`src/rtl/onn_frame_tx_ctrl_if.sv`:
```
// Byte-level valid/ready link between the frame scheduler and the UART byte transmitter.
// The master drives tx_valid/tx_data. The slave drives tx_ready.
interface onn_frame_tx_ctrl_if;
  logic       tx_valid;
  logic [7:0] tx_data;
  logic       tx_ready;

  modport master (output tx_valid, output tx_data, input tx_ready);
  modport slave  (input tx_valid, input tx_data, output tx_ready);
endinterface

```
`src/rtl/onn_frame_tx_ctrl.sv`:
```
// Frame transmit scheduler: snapshots the ONN phases and streams header,
// grey-scale pixels and an 8-bit checksum over a valid/ready byte link.
module onn_frame_tx_ctrl #(
  parameter int unsigned N      = 210,
  parameter int unsigned PHI_W  = 4,
  parameter int unsigned GAIN   = 32,
  parameter logic [7:0]  HEADER = 8'hA5
) (
  input  logic                 clk,
  input  logic                 reset,
  input  logic                 frame_req,
  input  logic                 settled,
  input  logic [PHI_W*N-1:0]   phi_out,
  onn_frame_tx_ctrl_if.master  tx,
  output logic                 busy,
  output logic                 frame_done,
  output logic [15:0]          frame_count
);
  localparam int unsigned     IDX_W    = (N > 1) ? $clog2(N) : 1;
  localparam int unsigned     PW       = PHI_W + 8;
  localparam logic [IDX_W-1:0] IDX_LAST = IDX_W'(N - 1);

  typedef enum logic [2:0] {IDLE, HDR, PIX, CKS, DONE} state_t;

  state_t           state;
  logic [IDX_W-1:0] idx;
  logic [IDX_W-1:0] idx_nxt;
  logic [7:0]       checksum;
  logic [7:0]       sum_nxt;
  logic             pending;
  logic             xfer;
  logic [PHI_W-1:0] snapshot [N];

  // Product is kept PHI_W+8 bits wide so saturation sees the untruncated value.
  function automatic logic [7:0] grey(input logic [PHI_W-1:0] p);
    logic [PW-1:0] prod;
    prod = PW'(p) * PW'(GAIN);
    return (prod > PW'(255)) ? 8'hFF : prod[7:0];
  endfunction

  always_comb begin
    xfer    = tx.tx_valid & tx.tx_ready;
    idx_nxt = idx + IDX_W'(1);
    sum_nxt = checksum + tx.tx_data;
  end

  always_ff @(posedge clk or negedge reset) begin
    if (!reset) begin
      state       <= IDLE;
      idx         <= '0;
      checksum    <= '0;
      pending     <= 1'b0;
      busy        <= 1'b0;
      frame_done  <= 1'b0;
      frame_count <= '0;
      tx.tx_valid <= 1'b0;
      tx.tx_data  <= '0;
      for (int unsigned i = 0; i < N; i++) snapshot[i] <= '0;
    end else begin
      frame_done <= 1'b0;
      // At most one request is remembered while a frame is in progress.
      if (frame_req && state != IDLE) pending <= 1'b1;

      unique case (state)
        IDLE: begin
          if ((frame_req || pending) && settled) begin
            for (int unsigned i = 0; i < N; i++)
              snapshot[i] <= phi_out[PHI_W*i +: PHI_W];
            pending     <= 1'b0;
            idx         <= '0;
            checksum    <= '0;
            busy        <= 1'b1;
            tx.tx_valid <= 1'b1;
            tx.tx_data  <= HEADER;
            state       <= HDR;
          end else if (frame_req) begin
            pending <= 1'b1;
          end
        end
        HDR: begin
          if (xfer) begin
            tx.tx_data <= grey(snapshot[0]);
            state      <= PIX;
          end
        end
        PIX: begin
          if (xfer) begin
            checksum <= sum_nxt;
            if (idx == IDX_LAST) begin
              tx.tx_data <= sum_nxt;
              state      <= CKS;
            end else begin
              idx        <= idx_nxt;
              tx.tx_data <= grey(snapshot[idx_nxt]);
            end
          end
        end
        CKS: begin
          if (xfer) begin
            tx.tx_valid <= 1'b0;
            frame_done  <= 1'b1;
            frame_count <= frame_count + 16'd1;
            state       <= DONE;
          end
        end
        DONE: begin
          busy  <= 1'b0;
          state <= IDLE;
        end
        default: state <= IDLE;
      endcase
    end
  end
endmodule
```
`src/flat_wrapper.sv`:
```
// flat-port wrapper written by rule: the top's interface ports become plain ports
module onn_frame_tx_ctrl_flat 
#(
  parameter int unsigned N      = 210,
  parameter int unsigned PHI_W  = 4,
  parameter int unsigned GAIN   = 32,
  parameter logic [7:0]  HEADER = 8'hA5
)
  (clk, reset, frame_req, settled, phi_out, busy, frame_done, frame_count, tx_tx_valid, tx_tx_data, tx_tx_ready);
  onn_frame_tx_ctrl_if tx_i ();
  input  logic clk;
  input  logic reset;
  input  logic frame_req;
  input  logic settled;
  input  logic [PHI_W*N-1:0] phi_out;
  output logic busy;
  output logic frame_done;
  output logic [15:0] frame_count;
  output wire logic [$bits(tx_i.tx_valid)-1:0] tx_tx_valid;
  output wire logic [$bits(tx_i.tx_data)-1:0] tx_tx_data;
  input wire logic [$bits(tx_i.tx_ready)-1:0] tx_tx_ready;
  assign tx_tx_valid = tx_i.tx_valid;
  assign tx_tx_data = tx_i.tx_data;
  assign tx_i.tx_ready = tx_tx_ready;
  onn_frame_tx_ctrl #(.N(N), .PHI_W(PHI_W), .GAIN(GAIN), .HEADER(HEADER)) u_core (.clk(clk), .reset(reset), .frame_req(frame_req), .settled(settled), .phi_out(phi_out), .tx(tx_i), .busy(busy), .frame_done(frame_done), .frame_count(frame_count));
endmodule
```
`config.mk`:
```
export PLATFORM = sky130hd
export DESIGN_NAME = onn_frame_tx_ctrl_flat
export DESIGN_NICKNAME = d
export VERILOG_FILES = /design/src/rtl/onn_frame_tx_ctrl_if.sv /design/src/rtl/onn_frame_tx_ctrl.sv /design/src/flat_wrapper.sv
export SDC_FILE = /design/constraint.sdc
export NUM_CORES = 2
export LEC_CHECK = 0
export ABC_AREA = 0
export ABC_CLOCK_PERIOD_IN_PS = 4140
export BUFFER_PORTS_ARGS = -buffer_cell sky130_fd_sc_hd__buf_4
export CORE_AREA = 8 8 337 339
export CTS_CLUSTER_SIZE = 24
export DETAILED_ROUTE_END_ITERATION = 6
export DIE_AREA = 0 0 345 347
export SLEW_MARGIN = 15
export SYNTH_ARGS = -nofsm -noshare
export SYNTH_HDL_FRONTEND = slang
export SYNTH_SLANG_ARGS = --single-unit
```
`constraint.sdc`:
```
create_clock -name clk -period 4.14 [get_ports clk]
set_clock_uncertainty 0.2 [all_clocks]
set_input_delay 0.207 -clock clk [delete_from_list [all_inputs] [get_ports clk]]
set_output_delay 0.207 -clock clk [all_outputs]
set_load 0.05 [all_outputs]
```
# == Word-level counts from Yosys, hierarchy flattened ==
# Index checks and enable logic that the tools add are counted.
# op_classes
n_mul,0
n_div,0
n_addsub,3
muxes,32
n_eq_ne,11
order_cmp,3
bitwise_logic,2
n_reduce_logical,17
n_shift,0
# ops
op,n
$mux W8,10
$bmux W4 S8,1
$pmux W8 S2,2
$pmux W8 S3,1
$gt A9 B8 Y1 const B,2
$add A16 B1 Y16 const B,1
$mux W3,5
$pmux W3 S4,1
$ne A2 B1 Y1 const B,5
$ge A9 B9 Y1 const B,1
$not A8 Y9,1
$add A8 B1 Y8 const B,1
$add A8 B8 Y8,1
$eq A8 B8 Y1 const B,1
$mux W1,8
$mux W4,2
$reduce_and A4 Y1,2
$eq A3 B2 Y1 const B,2
$reduce_and A2 Y1,3
$reduce_and A3 Y1,2
$reduce_bool A2 Y1,3
$reduce_bool A3 Y1,2
$reduce_and A5 Y1,1
$pmux W1 S2,2
7 further kinds,8
# totals
romBits,0
elab_cells,287
ff_bits,887
latchBits,0
mem_bits_rw,0
input_bits,845
output_inout_bits,27
n_memories,0

# == Logic depth before layout (Yosys ltp) ==
# depth
depth_word,10
ltp_mapped,15

# == Worst setup path after synthesis ==
# No wires, ideal clock.
# synth_path
path_type,reg-to-reg
start,register u_core.idx[1]
end,register u_core.tx.tx_data[5]
slack_ns,0.744
path_buffers,2
synth_period_minus_slack_ns,3.396
required_ns,3.816
path_stages_with_launch,13
arrival_ns,3.072
path_cell_list,dfrtp_1 inv_1 ha_1 buf_2 inv_2 buf_2 mux4_2 mux2i_1 nand2_1 a2111oi_0 a21oi_2 a32o_1 o31a_1
# synth_between
elab_chain_cells,10
elab_cells_between_ends,11
classes_between,add/sub: 1; order compare: 1; eq/ne: 1; mux: 7; bitwise: 1
# synth_lines
element,line_no,source
start: declaration,onn_frame_tx_ctrl.sv:26,logic [IDX_W-1:0] idx;
start signal: assignment,onn_frame_tx_ctrl.sv:93,idx <= idx_nxt;
$add A8 B1 Y8,onn_frame_tx_ctrl.sv:43,idx_nxt = idx + IDX_W'(1);
$not A8 Y9 (implied by the code),onn_frame_tx_ctrl.sv:94,tx.tx_data <= grey(snapshot[idx_nxt]);
$bmux W4 S8,onn_frame_tx_ctrl.sv:94,
$mux W4 (implied by the code) (2 in a row),onn_frame_tx_ctrl.sv:94,
$gt A9 B8 Y1,onn_frame_tx_ctrl.sv:38,return (prod > PW'(255)) ? 8'hFF : prod[7:0];
$mux W8,onn_frame_tx_ctrl.sv:38,
$mux W8 (*),onn_frame_tx_ctrl.sv:89,if (idx == IDX_LAST) begin
$mux W8 (*),onn_frame_tx_ctrl.sv:87,if (xfer) begin
$pmux W8 S3 (*),onn_frame_tx_ctrl.sv:64,unique case (state)
end signal: assignment,onn_frame_tx_ctrl.sv:82,tx.tx_data <= grey(snapshot[0]);
end signal: assignment,onn_frame_tx_ctrl.sv:90,tx.tx_data <= sum_nxt;
end signal: assignment,onn_frame_tx_ctrl.sv:94,
end: declaration,onn_frame_tx_ctrl_if.sv:8,"modport master (output tx_valid, output tx_data, input tx_ready);"
# Every way passes the cells marked *; elsewhere a longest branch is shown, timed or not. The select of a mux whose other input is x is not followed.
# A chain may end at the register's enable or synchronous reset.

# == Worst setup path after layout ==
# layout_path
start,register u_core.idx[1]
end,register u_core.tx.tx_data[3]
# The elaborated chain is that of the path after synthesis.

==> qor.csv <==
metric,value,unit
io_pins,872,
yosys.area_share.simple,3.88,%
netlist_top_cells_area,"dfrtp_1 55%, mux2_2 24%, mux4_2 12%",
ant_nets,0,
drcViolationCount,0,
firstDrtPassIters,5,
synth-compound-area-share,2.21,%
clock_latency,0.66,ns
drt_iter0_markers,1808,
synth_top_area_share,54.8,%
yosys-top-cells-count,"887 x dfrtp_1, 845 x mux2_2, 208 x mux4_2",
cp.arrival,4.31,ns
dpl_worst_slack,0.0926,ns
vias,31000,
ys_ff_latch,887,
outcome,"complete, no violations",
stdcell_count,5958,
cts_buffers,98,
hold_violations,0,
synth.cell_area,40500,µm²
worstPathRequired,4.51,ns
yosys.area.top_type,dfrtp_1,
synth_top_family_by_area,multiplexers,
area.growth.synth_to_final,50.7,%
async_flop_share,100,%
routed_wl,155000,µm
yosys_warnings,0,
die-width,345,µm
busiest_layer,met2,
ys.flop_type,dfrtp_1,
fp-row-count,121,
grt.met1_usage,31.4,%
viasPerCell,5.21,
setup_slack,0.203,ns
fmax,254,MHz
dp_hpwl,111000,µm
syn_inst,2681,
avgSynthCellArea,15.1,µm²
fin_tns_setup,0,ns
synth_fa_ha_area_share,0.359,%
powerDensity,696,nW/µm²
die_h,347,µm
grt_pass1_wl,231000,µm
p_leak,26.2,nW
num-nets-final,5278,
maxSlewViolCount,0,
path_clk_slew,0.06,ns
port_buffers,871,
clock_tree.buffer_depth,3,
grt_max_degree,114,
synth-edff-count,0,
use_met2,42.9,%
min_path_type,in2reg,
grt_pass1_vias,35200,
root_buffer,clkbuf_16,
cp-start-kind,flop,
grtUsageMet3,4.79,%
setup_viol,0,
overflow,0,
place_inst,4889,
worst_pin_slew,0.879,ns
relSlewSlack,41.2,%
layout_min_cycle_time,3.94,ns
stdcell_area,61000,µm²
drive_above_1_share,48.9,%
clkSinkCount,887,
post-synth-top-count-cell,dfrtp_1,
grt_antenna_before_repair,40,
coreArea,108000,µm²
critPathMaxFanout,69,
post-route-period-util,95.1,%
ir_worst_vdd,0.560,mV
synth.distinct_cells,62,
place.gp.congestion,0.828,
h-tree-depth,3,
track_usage,25.3,%
synth-seq-area-share,54.8,%
synth_mux_area_share,35.8,%
yosys.area_share.xor_xnor,0.798,%
cts_tree,done,
rsz0062_at_grt,false,
wl_per_cell,26.0,µm
start_util,37.4,%
maxCapViolations,0,
placed_cell_area,49200,µm²
syn_nets,3537,
crit_type,reg2reg,
crit_path_end_kind,flop,
post-cts-setup-buffers,0,
dieArea,120000,µm²
[per-stage QoR]
step	power, mW	hold slack, ns	utilization [%]
floorplan	26.8	-0.289	-
global placement	33.0	0.124	45.5
detailed placement	33.3	0.124	45.5
CTS	42.8	0.0450	56.3
global route	44.7	0.0797	56.4
finish	42.5	0.115	56.4
[timing repair]
item	4_1_cts	5_1_grt
gates resized for setup	0	1
hold buffers	847	0
endpoints found under the setup margin	0	6
hold endpoints to repair	1202	0
[critical path, cell delays in order (launching register included)]
cell	delay [ns]
dfrtp_1	0.51
inv_1	0.12
ha_4	0.37
buf_12	0.35
mux4_2	0.32
o211ai_1	0.09
a32o_1	0.28
a2111oi_1	0.64
a311oi_1	0.15
a21oi_2	0.31
nand3_2	0.23
a41oi_1	0.26
[sequential cells by signal, indices dropped and copies added (netlist names)]
register / cells
u_core.snapshot: 840
u_core.frame_count: 16
u_core.checksum: 8
u_core.idx: 8
u_core.tx.tx_data: 8
u_core.state: 3
u_core.busy: 1
u_core.frame_done: 1
u_core.pending: 1
u_core.tx.tx_valid: 1
[cells by family after synthesis]
family                     after synthesis
xor gates and xnor gates                36
DFF                                    887
AOI/OAI and AO/OA                      126
adders and majority gates               11
and+or+nand+nor                        346
buffers and inverters                  193
muxes                                 1082
[cell usage in the layout, fill, tap and decap left out, drive strengths merged, types with 20 or more instances in the layout]
master,count
buf,977
dfrtp,887
dlygate4sd3,847
mux2,845
mux4,208
nand2,177
clkbuf,152
nand3,48
nor2,42
diode,39
nand4,31
o21ai,31
mux2i,29
xnor2,23
clkinv,20
[layer usage]
| layer | routed length, µm | vias up |
|---|---|---|
| met3 | 7790 | 386 |
| met4 | 8190 | 6 |
| li1 | - | 13500 |
| met2 | 76700 | 1129 |
| met1 | 62200 | 16000 |
| met5 | 36 | - |
[report_power, final]
part	switching (mW)	internal, mW	leakage, nW	total (mW)
sequential	2.70	13.1	10.5	15.8
clock	3.67	5.04	1.58	8.71
combinational	8.05	9.95	14.1	18.0
total	14.4	28.1	26.2	42.5
[final cells by class]
cell class / count / area [µm²]
antenna: 39 / 97.6
clock buffer: 152 / 2920
clock inverter: 31 / 292
fill: 8455 / 47100
inverter: 10 / 37.5
multi-input combinational: 1601 / 17500
sequential: 887 / 22200
tap: 1414 / 1770
timing repair buffer: 1824 / 16100
[path summary, 6_finish.rpt]
path                                         from                     end  slack, ns  cells after the start
max                                 u_core.idx[1]    u_core.tx.tx_data[3]       0.20                     11
min in group asynchronous                   reset    u_core.snapshot[174]       0.55                      3
min reg2reg                u_core.frame_count[15]  u_core.frame_count[15]       0.30                      1
min                                  phi_out[773]     u_core.snapshot[65]       0.12                      3
max reg2reg                         u_core.idx[1]    u_core.tx.tx_data[3]       0.20                     11
max in group asynchronous                   reset     u_core.snapshot[19]       1.80                      4
Note: power is estimated with default switching activity, not from simulation.
